`config.mk`:
```
export PLATFORM = sky130hd
export DESIGN_NAME = biu_axi3_arbiter
export DESIGN_NICKNAME = d
export VERILOG_FILES = /design/src/rtl/biu_axi3_arbiter.sv
export SDC_FILE = /design/constraint.sdc
export NUM_CORES = 1
export LEC_CHECK = 0
export BUFFER_PORTS_ARGS = -buffer_cell sky130_fd_sc_hd__buf_2
export CAP_MARGIN = 15
export CORE_AREA = 2 2 131 133
export CTS_CLUSTER_SIZE = 14
export DETAILED_ROUTE_END_ITERATION = 7
export DIE_AREA = 0 0 133 135
export HOLD_SLACK_MARGIN = 0.1
export SYNTH_ARGS = -nofsm -noshare
export SYNTH_HDL_FRONTEND = slang
export SYNTH_SLANG_ARGS = --single-unit
```
`constraint.sdc`:
```
create_clock -name ACLK -period 1.6 [get_ports ACLK]
set_input_delay 0.08 -clock ACLK [delete_from_list [all_inputs] [get_ports ACLK]]
set_output_delay 0.08 -clock ACLK [all_outputs]
set_load 0.02 [all_outputs]
```
`src/rtl/biu_axi3_arbiter.sv`:
```
// Two-requester arbiter in front of the single BIU slave port of the biu_axi3 bridge.
// m0 is instruction fetch, m1 is data; the granted requester owns the bridge until its burst ends.

package biu_axi3_pkg;
  typedef logic [2:0] biu_size_t;
  typedef logic [2:0] biu_prot_t;
  typedef enum logic [2:0] {
    BIU_SINGLE = 3'd0,
    BIU_INCR   = 3'd1,
    BIU_WRAP4  = 3'd2,
    BIU_INCR4  = 3'd3,
    BIU_WRAP8  = 3'd4,
    BIU_INCR8  = 3'd5,
    BIU_WRAP16 = 3'd6,
    BIU_INCR16 = 3'd7
  } biu_type_t;
endpackage

// Handshake: a requester raises stb and holds it (with its request fields) until the cycle
// stb_ack is high; that cycle accepts the request. Afterwards each cycle with ack or err high
// completes exactly one beat, and each cycle with d_ack high asks for the next write data word.
module biu_axi3_arbiter
  import biu_axi3_pkg::*;
#(
  parameter int DATA_SIZE = 32,
  parameter int ADDR_SIZE = DATA_SIZE,
  parameter int ARB_MODE  = 0
) (
  input  logic                 ACLK,
  input  logic                 ARESETn,

  input  logic                 m0_stb_i,
  output logic                 m0_stb_ack_o,
  output logic                 m0_d_ack_o,
  input  logic [ADDR_SIZE-1:0] m0_adri_i,
  input  biu_size_t            m0_size_i,
  input  biu_type_t            m0_type_i,
  input  biu_prot_t            m0_prot_i,
  input  logic                 m0_lock_i,
  input  logic                 m0_we_i,
  input  logic [DATA_SIZE-1:0] m0_d_i,
  output logic [DATA_SIZE-1:0] m0_q_o,
  output logic                 m0_ack_o,
  output logic                 m0_err_o,

  input  logic                 m1_stb_i,
  output logic                 m1_stb_ack_o,
  output logic                 m1_d_ack_o,
  input  logic [ADDR_SIZE-1:0] m1_adri_i,
  input  biu_size_t            m1_size_i,
  input  biu_type_t            m1_type_i,
  input  biu_prot_t            m1_prot_i,
  input  logic                 m1_lock_i,
  input  logic                 m1_we_i,
  input  logic [DATA_SIZE-1:0] m1_d_i,
  output logic [DATA_SIZE-1:0] m1_q_o,
  output logic                 m1_ack_o,
  output logic                 m1_err_o,

  output logic                 s_stb_o,
  input  logic                 s_stb_ack_i,
  input  logic                 s_d_ack_i,
  output logic [ADDR_SIZE-1:0] s_adri_o,
  output biu_size_t            s_size_o,
  output biu_type_t            s_type_o,
  output biu_prot_t            s_prot_o,
  output logic                 s_lock_o,
  output logic                 s_we_o,
  output logic [DATA_SIZE-1:0] s_d_o,
  input  logic [DATA_SIZE-1:0] s_q_i,
  input  logic                 s_ack_i,
  input  logic                 s_err_i,

  output logic                 arb_owner_o,
  output logic                 arb_busy_o,
  output logic [1:0]           arb_state_o
);

  typedef enum logic [1:0] {
    ST_IDLE  = 2'd0,
    ST_ISSUE = 2'd1,
    ST_WAIT  = 2'd2
  } state_t;

  state_t     state_q, state_d;
  logic       owner_q, owner_d;
  logic       last_grant_q, last_grant_d;
  logic       lock_q, lock_d;
  logic [3:0] beat_cnt_q, beat_cnt_d;

  logic                 own_stb;
  logic [ADDR_SIZE-1:0] own_adri;
  biu_size_t            own_size;
  biu_type_t            own_type;
  biu_prot_t            own_prot;
  logic                 own_lock;
  logic                 own_we;
  logic [DATA_SIZE-1:0] own_d;

  logic grant_vld;
  logic grant_id;
  logic fwd_stb_ack;
  logic fwd_ack;
  logic fwd_err;
  logic fwd_d_ack;

  function automatic logic [3:0] last_beat(input biu_type_t t);
    case (t)
      BIU_WRAP4,  BIU_INCR4:  last_beat = 4'd3;
      BIU_WRAP8,  BIU_INCR8:  last_beat = 4'd7;
      BIU_WRAP16, BIU_INCR16: last_beat = 4'd15;
      default:                last_beat = 4'd0;
    endcase
  endfunction

  always_comb begin
    own_stb  = owner_q ? m1_stb_i  : m0_stb_i;
    own_adri = owner_q ? m1_adri_i : m0_adri_i;
    own_size = owner_q ? m1_size_i : m0_size_i;
    own_type = owner_q ? m1_type_i : m0_type_i;
    own_prot = owner_q ? m1_prot_i : m0_prot_i;
    own_lock = owner_q ? m1_lock_i : m0_lock_i;
    own_we   = owner_q ? m1_we_i   : m0_we_i;
    own_d    = owner_q ? m1_d_i    : m0_d_i;
  end

  // A locked sequence pins the bridge to its owner; the other side waits even if the owner is idle.
  always_comb begin
    grant_vld = 1'b0;
    grant_id  = 1'b0;
    if (lock_q) begin
      grant_vld = own_stb;
      grant_id  = owner_q;
    end else if (m0_stb_i && m1_stb_i) begin
      grant_vld = 1'b1;
      grant_id  = (ARB_MODE != 0) ? 1'b1 : ~last_grant_q;
    end else begin
      grant_vld = m0_stb_i | m1_stb_i;
      grant_id  = m1_stb_i;
    end
  end

  always_ff @(posedge ACLK) begin
    if (!ARESETn) begin
      state_q      <= ST_IDLE;
      owner_q      <= 1'b0;
      last_grant_q <= 1'b1;
      lock_q       <= 1'b0;
      beat_cnt_q   <= 4'd0;
    end else begin
      state_q      <= state_d;
      owner_q      <= owner_d;
      last_grant_q <= last_grant_d;
      lock_q       <= lock_d;
      beat_cnt_q   <= beat_cnt_d;
    end
  end

  always_comb begin
    state_d      = state_q;
    owner_d      = owner_q;
    last_grant_d = last_grant_q;
    lock_d       = lock_q;
    beat_cnt_d   = beat_cnt_q;
    case (state_q)
      ST_IDLE: begin
        if (grant_vld) begin
          owner_d = grant_id;
          state_d = ST_ISSUE;
        end
      end
      ST_ISSUE: begin
        if (s_stb_ack_i) begin
          beat_cnt_d = last_beat(own_type);
          lock_d     = own_lock;
          state_d    = ST_WAIT;
        end else if (!own_stb) begin
          state_d = ST_IDLE;
        end
      end
      ST_WAIT: begin
        // Error beats still count so the bridge and arbiter stay aligned on burst length.
        if (s_ack_i || s_err_i) begin
          if (beat_cnt_q == 4'd0) begin
            state_d      = ST_IDLE;
            last_grant_d = owner_q;
          end else begin
            beat_cnt_d = beat_cnt_q - 4'd1;
          end
        end
      end
      default: state_d = ST_IDLE;
    endcase
  end

  always_comb begin
    s_stb_o     = 1'b0;
    s_adri_o    = '0;
    s_size_o    = '0;
    s_type_o    = BIU_SINGLE;
    s_prot_o    = '0;
    s_lock_o    = 1'b0;
    s_we_o      = 1'b0;
    s_d_o       = '0;
    fwd_stb_ack = 1'b0;
    fwd_ack     = 1'b0;
    fwd_err     = 1'b0;
    fwd_d_ack   = 1'b0;
    case (state_q)
      ST_ISSUE: begin
        s_stb_o     = own_stb;
        s_adri_o    = own_adri;
        s_size_o    = own_size;
        s_type_o    = own_type;
        s_prot_o    = own_prot;
        s_lock_o    = own_lock;
        s_we_o      = own_we;
        fwd_stb_ack = s_stb_ack_i;
      end
      ST_WAIT: begin
        s_d_o     = own_d;
        fwd_ack   = s_ack_i;
        fwd_err   = s_err_i;
        fwd_d_ack = s_d_ack_i;
      end
      default: ;
    endcase
  end

  assign m0_stb_ack_o = fwd_stb_ack & ~owner_q;
  assign m0_ack_o     = fwd_ack     & ~owner_q;
  assign m0_err_o     = fwd_err     & ~owner_q;
  assign m0_d_ack_o   = fwd_d_ack   & ~owner_q;
  assign m1_stb_ack_o = fwd_stb_ack &  owner_q;
  assign m1_ack_o     = fwd_ack     &  owner_q;
  assign m1_err_o     = fwd_err     &  owner_q;
  assign m1_d_ack_o   = fwd_d_ack   &  owner_q;

  assign m0_q_o      = s_q_i;
  assign m1_q_o      = s_q_i;
  assign arb_owner_o = owner_q;
  assign arb_busy_o  = (state_q != ST_IDLE);
  assign arb_state_o = state_q;

endmodule

```
==> impl_metrics.tcl, run 1 <==
set metrics [dict create \
    hold_path_depth 2 \
    critPathMaxStageDelay_ps 470 \
    postSynthAreaPerCell_sq_um 7.06 \
    coreArea_sq_um 16400 \
    diodes 0 \
    ios 342 \
    hp-class "primary input to flip-flop" \
    p_per_area_nw_per_um2 508 \
    worstPathCellList "buf_16 > mux2i_1 > nor2_1 > buf_2" \
    timing.rr.end "beat_cnt_q[0]$_SDFFE_PN0P_" \
    fillCellCount 1841 \
    synthFlopType "dfxtp_1" \
    setup_ws_ps 56.4 \
    die_h_um 135 \
    cts_sinks 9 \
    max_freq_ghz 0.648 \
    yosysTopAreaCellShare_pct 35.9 \
    cts_max_level 1 \
    reg2regPathDepth 6 \
    finalSetupViolCount 0 \
    critPathMaxFanout 34 \
    grt_pass1_vias 2320 \
    tightest_slew_ps 361 \
    p_leak_uw 0.00180 \
    place_congestion 0.777 \
    drc 0 \
    yosys-top-cells-area "mux2i_1 (36%), buf_4 (22%), nor2_1 (15%)" \
    grt_usage_pct 8.78 \
    rsz0062_at_grt "yes" \
    yosysMostFrequentCell "nor2_1" \
    synth_top_area_cell "mux2i_1" \
    critPathBufInv 2 \
    synth_seq_cells 9 \
    rows 47 \
    end_kind "output port" \
    pre_cts_ws_ps 25.5 \
    totalPowerFinal_uw 1740 \
    start_util_pct 13.2 \
    skew_ps 1.07 \
    cts.hold.buffers_added 0 \
    area_delta_synth_final_pct 58.0 \
    synth_common_cells "nor2_1 (86), mux2i_1 (78), buf_4 (65)" \
    period_share_pct 96.5 \
    synth_edf_count 0 \
    ys_types 30 \
    yosysSeqAreaShare_pct 8.29 \
    path_clk_slew_ps 40 \
    nets 680 \
    crit_family "flip-flops" \
    slew_headroom_pct 75.9 \
    ys_warn_count 0 \
    ant_nets 0 \
    slew_violations 0 \
    worstHoldStart "ARESETn" \
    netlist_instances 308 \
    clk_latency_ps 240 \
    cpMaxStageDelayCell "dfxtp_4" \
    first_pass_iters 4 \
    hold_end "last_grant_q$_SDFFE_PN1P_" \
    grt_max_degree 43 \
    gr-total-overflow 0 \
    wl_per_cell_um 12.8 \
    die_width_um 133 \
    cts_buffers 3 \
    grt_pass1_wl_um 12600 \
    async_flop_share_pct 0 \
    startpoint "arb_owner_o$_SDFFE_PN0P_" \
    dieArea_sq_um 18000 \
    drive_gt1_share_pct 58.8 \
    status "finished clean" \
    critPathRequiredTime_ps 1520 \
    cp.arrival_ps 1460 \
    synth_nets 499 \
    syn-cell-area_sq_um 2170 \
    layout.cells.non_filler 708 \
    multi_input_area_sq_um 1450 \
    routed_wl_um 9070 \
    ir_worst_vdd_v 0.000326 \
    finalCoreUtilization_pct 20.9 \
    cts_tree "done" \
    drt_iter0_markers 93 \
    io_buffers 245 \
    startpoint_type "flip-flop" \
    cts-root-buf "clkbuf_16" \
    dp.final_hpwl_um 7400 \
    reg2reg_setup_slack_ps 100 \
    drv_cap 0 \
    fin_hold_ws_ps 128 \
    dp_cells 695 \
    grt_antenna_before_repair 1 \
    min_period_ps 1540 \
    r2r_start "beat_cnt_q[0]$_SDFFE_PN0P_" \
    vias_per_cell 3.70 \
    worstSetupPathType "flip-flop to output port" \
    seqCellArea_sq_um 189 \
    cts_buffer_depth 2 \
    hold_viol 0 \
    num_vias 2617 \
]
-- metrics by stage --
stage / cell area [sq um] / TNS [ps]
2_1_floorplan: 2200 / 0
3_3_place_gp: 3220 / 0
3_5_place_dp: 3220 / 0
4_1_cts: 3310 / 0
5_1_grt: 3430 / -106
6_report: 3430 / 0
-- cells in the final DEF (no fill, tap or decap), types with 2 or more instances in the layout --
cell | netlist | final
a21oi_1 | 2 | 2
inv_1 | 4 | 4
clkbuf_16 | 0 | 4
and3_1 | 6 | 6
buf_2 | 8 | 245
o21ai_0 | 3 | 3
buf_16 | 0 | 2
nor3_1 | 3 | 3
buf_4 | 65 | 10
nor2_2 | 0 | 10
dfxtp_1 | 9 | 4
a21boi_2 | 0 | 2
dfxtp_2 | 0 | 4
nand3b_1 | 2 | 2
nor2b_1 | 2 | 2
nand2_1 | 11 | 11
nor2_1 | 86 | 76
o22ai_1 | 2 | 2
buf_12 | 0 | 2
mux2i_1 | 78 | 77
-- flip-flops by register name, indices dropped and copies added (netlist names) --
| register | count |
|---|---|
| last_grant_q | 1 |
| lock_q | 1 |
| arb_state_o | 2 |
| arb_owner_o | 1 |
| beat_cnt_q | 4 |
-- routing by layer --
layer	routed length, um	track usage (%)
met4	87	2.03
met3	945	3.30
met2	4510	15.8
met1	3510	9.82
met5	10	0
-- kinds of logic after synthesis --
logic type               share of synthesized area [%]
AO/OA/AOI/OAI                                     4.72
adder cells (fa/ha/maj)                          0.576
buffers and inverters                             27.2
flip-flops                                        8.29
multiplexers                                      35.9
AND/OR/NAND/NOR                                   23.3
-- power breakdown --
part	switching, uW	leakage (uW)	total (uW)	internal [uW]
Combinational	541	0.00169	1020	476
Sequential	28.8	0.0000758	272	243
Clock	122	0.0000382	456	334
-- worst max path at each step --
stage	to	slack (ps)	cells past startpoint
finish	s_type_o[0]	60	4
global route	s_d_o[16]	-40	4
CTS	s_size_o[0]	4	4
detailed placement	beat_cnt_q[3]$_SDFFE_PN0P_	30	6
global placement	beat_cnt_q[0]$_SDFFE_PN0P_	50	6
floorplan	s_d_o[19]	40	5
-- final cells by class --
type,instances,area share (%)
multi-input cells,211,42.3
repair buffers,260,41.4
well taps,220,8.02
flip-flops and latches,9,5.50
clock buffers,4,2.30
inverters,4,0.437
-- worst reg2reg max path: cells and delay by family (launching register included) --
kind                     cells  cell delay [ps]
adder cells (fa/ha/maj)      1              180
buffers and inverters        1               40
AND/OR/NAND/NOR              1              160
AO/OA/AOI/OAI                2              460
flip-flops                   1              330
multiplexers                 1              230
-- what timing repair did --
| item | CTS | global route |
|---|---|---|
| resized for setup | 1 | 12 |
| buffers inserted | 0 | 8 |
| pin swaps | 0 | 2 |
| gates cloned | 0 | 1 |
| endpoints found under the setup margin | 2 | 61 |
No activity file was read; power rests on OpenSTA's default activity.
==> run 2, diff against run 1 <==
--- a/config.mk
+++ b/config.mk
@@ -5,7 +5,7 @@
 export SDC_FILE = /design/constraint.sdc
 export NUM_CORES = 1
 export LEC_CHECK = 0
-export BUFFER_PORTS_ARGS = -buffer_cell sky130_fd_sc_hd__buf_2
+export BUFFER_PORTS_ARGS = -buffer_cell sky130_fd_sc_hd__clkbuf_2
 export CAP_MARGIN = 15
 export CORE_AREA = 2 2 131 133
 export CTS_CLUSTER_SIZE = 14
==> run 2 against run 1 <==
  * Clock power decreased by 2%
  * Combinational power about the same
  * Sequential share of layout area fell by 0.14 points
  * Clock skew rose by 0.58 ps
  * Critical path depth grew 1
  * Register-to-register slack barely moved
  * Highest routed layer unchanged
==> impl_metrics.tcl, run 2 (synthesis results as in run 1) <==
set metrics [dict create \
    startpoint_type "flip-flop" \
    gr-total-overflow 0 \
    ir_worst_vdd_v 0.000289 \
    coreArea_sq_um 16400 \
    clk_latency_ps 240 \
    status "finished clean" \
    grt_pass1_wl_um 12800 \
    totalPowerFinal_uw 1770 \
    dieArea_sq_um 18000 \
    vias_per_cell 3.62 \
    finalSetupViolCount 0 \
    fillCellCount 1850 \
    pre_cts_ws_ps 29.0 \
    rsz0062_at_grt "yes" \
    drv_cap 0 \
    cts_sinks 9 \
    cts-root-buf "clkbuf_16" \
    cts_max_level 1 \
    grt_max_degree 37 \
    p_leak_uw 0.00184 \
    max_freq_ghz 0.660 \
    tightest_slew_ps 339 \
    nets 696 \
    diodes 0 \
    cts_buffer_depth 2 \
    layout_commonest_cell "clkbuf_2" \
    hold_viol 0 \
    worstPathCellList "buf_12 > buf_4 > mux2i_1 > nor2_1 > clkbuf_2" \
    seqCellArea_sq_um 189 \
    min_period_ps 1520 \
    first_pass_iters 4 \
    multi_input_area_sq_um 1460 \
    largest_register_ffs 4 \
    num_vias 2621 \
    ios 342 \
    layout.cells.non_filler 724 \
    worstSetupPathType "flip-flop to output port" \
    setup_ws_ps 84.6 \
    cts_buffers 3 \
    end_kind "output port" \
    critPathRequiredTime_ps 1520 \
    drt_iter0_markers 69 \
    regMostFlops "beat_cnt_q" \
    drive_gt1_share_pct 59.9 \
    die_width_um 133 \
    critPathMaxFanout 23 \
    grt_antenna_before_repair 2 \
    critPathMaxStageDelay_ps 430 \
    hp-class "primary input to flip-flop" \
    cpMaxStageDelayCell "dfxtp_4" \
    wl_per_cell_um 12.0 \
    crit_family "buffers and inverters" \
    critPathBufInv 3 \
    cts_tree "done" \
    grt_pass1_vias 2447 \
    p_per_area_nw_per_um2 501 \
    mostFrequentLayoutCells "clkbuf_2 (245), mux2i_1 (77), nor2_1 (76)" \
    cp.arrival_ps 1440 \
    io_buffers 245 \
    slew_violations 0 \
    period_share_pct 94.7 \
    dp_cells 714 \
    start_util_pct 13.2 \
    routed_wl_um 8670 \
    die_h_um 135 \
    ant_nets 0 \
    dp.final_hpwl_um 7600 \
    place_congestion 0.797 \
    slew_headroom_pct 77.4 \
    cts.hold.buffers_added 0 \
    skew_ps 1.66 \
    area_delta_synth_final_pct 62.2 \
    path_clk_slew_ps 40 \
    grt_usage_pct 8.86 \
    rows 47 \
    drc 0 \
]
run 2: layer usage:
layer / global-route usage, % / up-vias / part of all wire (%)
li1: - / 1348 / -
met1: 9.67 / 1094 / 37
met2: 15.9 / 155 / 50
met3: 3.27 / 20 / 11
met4: 2.81 / 4 / 2.1
met5: 0 / - / 0.24
run 2: through the flow:
| step | cell area, sq um | TNS (ps) | hold WS, ps | util, % |
|---|---|---|---|---|
| floorplan | 2200 | 0 | 251 | - |
| global route | 3530 | -11.8 | 156 | 21.5 |
| global placement | 3370 | 0 | 160 | 20.5 |
| detailed placement | 3370 | 0 | 160 | 20.5 |
| finish | 3530 | 0 | 134 | 21.5 |
| CTS | 3500 | 0 | 134 | 21.3 |
run 2: power breakdown:
group,leakage (uW),internal (uW),total (uW),switching [uW]
combinational,0.00173,505,1050,546
clock,0.0000382,333,445,112
sequential,0.0000758,243,270,27.1
run 2: final timing paths:
path / from / endpoint / slack, ps / cells past startpoint
worst min-delay path: ARESETn / last_grant_q$_SDFFE_PN1P_ / 130 / 2
worst min register to register: beat_cnt_q[1]$_SDFFE_PN0P_ / beat_cnt_q[1]$_SDFFE_PN0P_ / 480 / 2
worst max-delay path: arb_owner_o$_SDFFE_PN0P_ / s_d_o[14] / 80 / 5
worst max register to register: beat_cnt_q[0]$_SDFFE_PN0P_ / beat_cnt_q[0]$_SDFFE_PN0P_ / 90 / 6
run 2: area by class of cell:
class                           count  share of cell area, %
Tap cell                          220                   7.81
Multi-Input combinational cell    211                   41.3
Sequential cell                     9                   5.36
Clock buffer                        4                   2.24
Inverter                            4                  0.426
Timing Repair Buffer              276                   42.9
run 2: repair_timing:
item,4_1_cts,5_1_grt
pin swaps,1,2
setup endpoints to repair,57,74
gates cloned,0,0
gates resized for setup,1,11
setup buffers,6,0
endpoints found under the hold margin,0,0
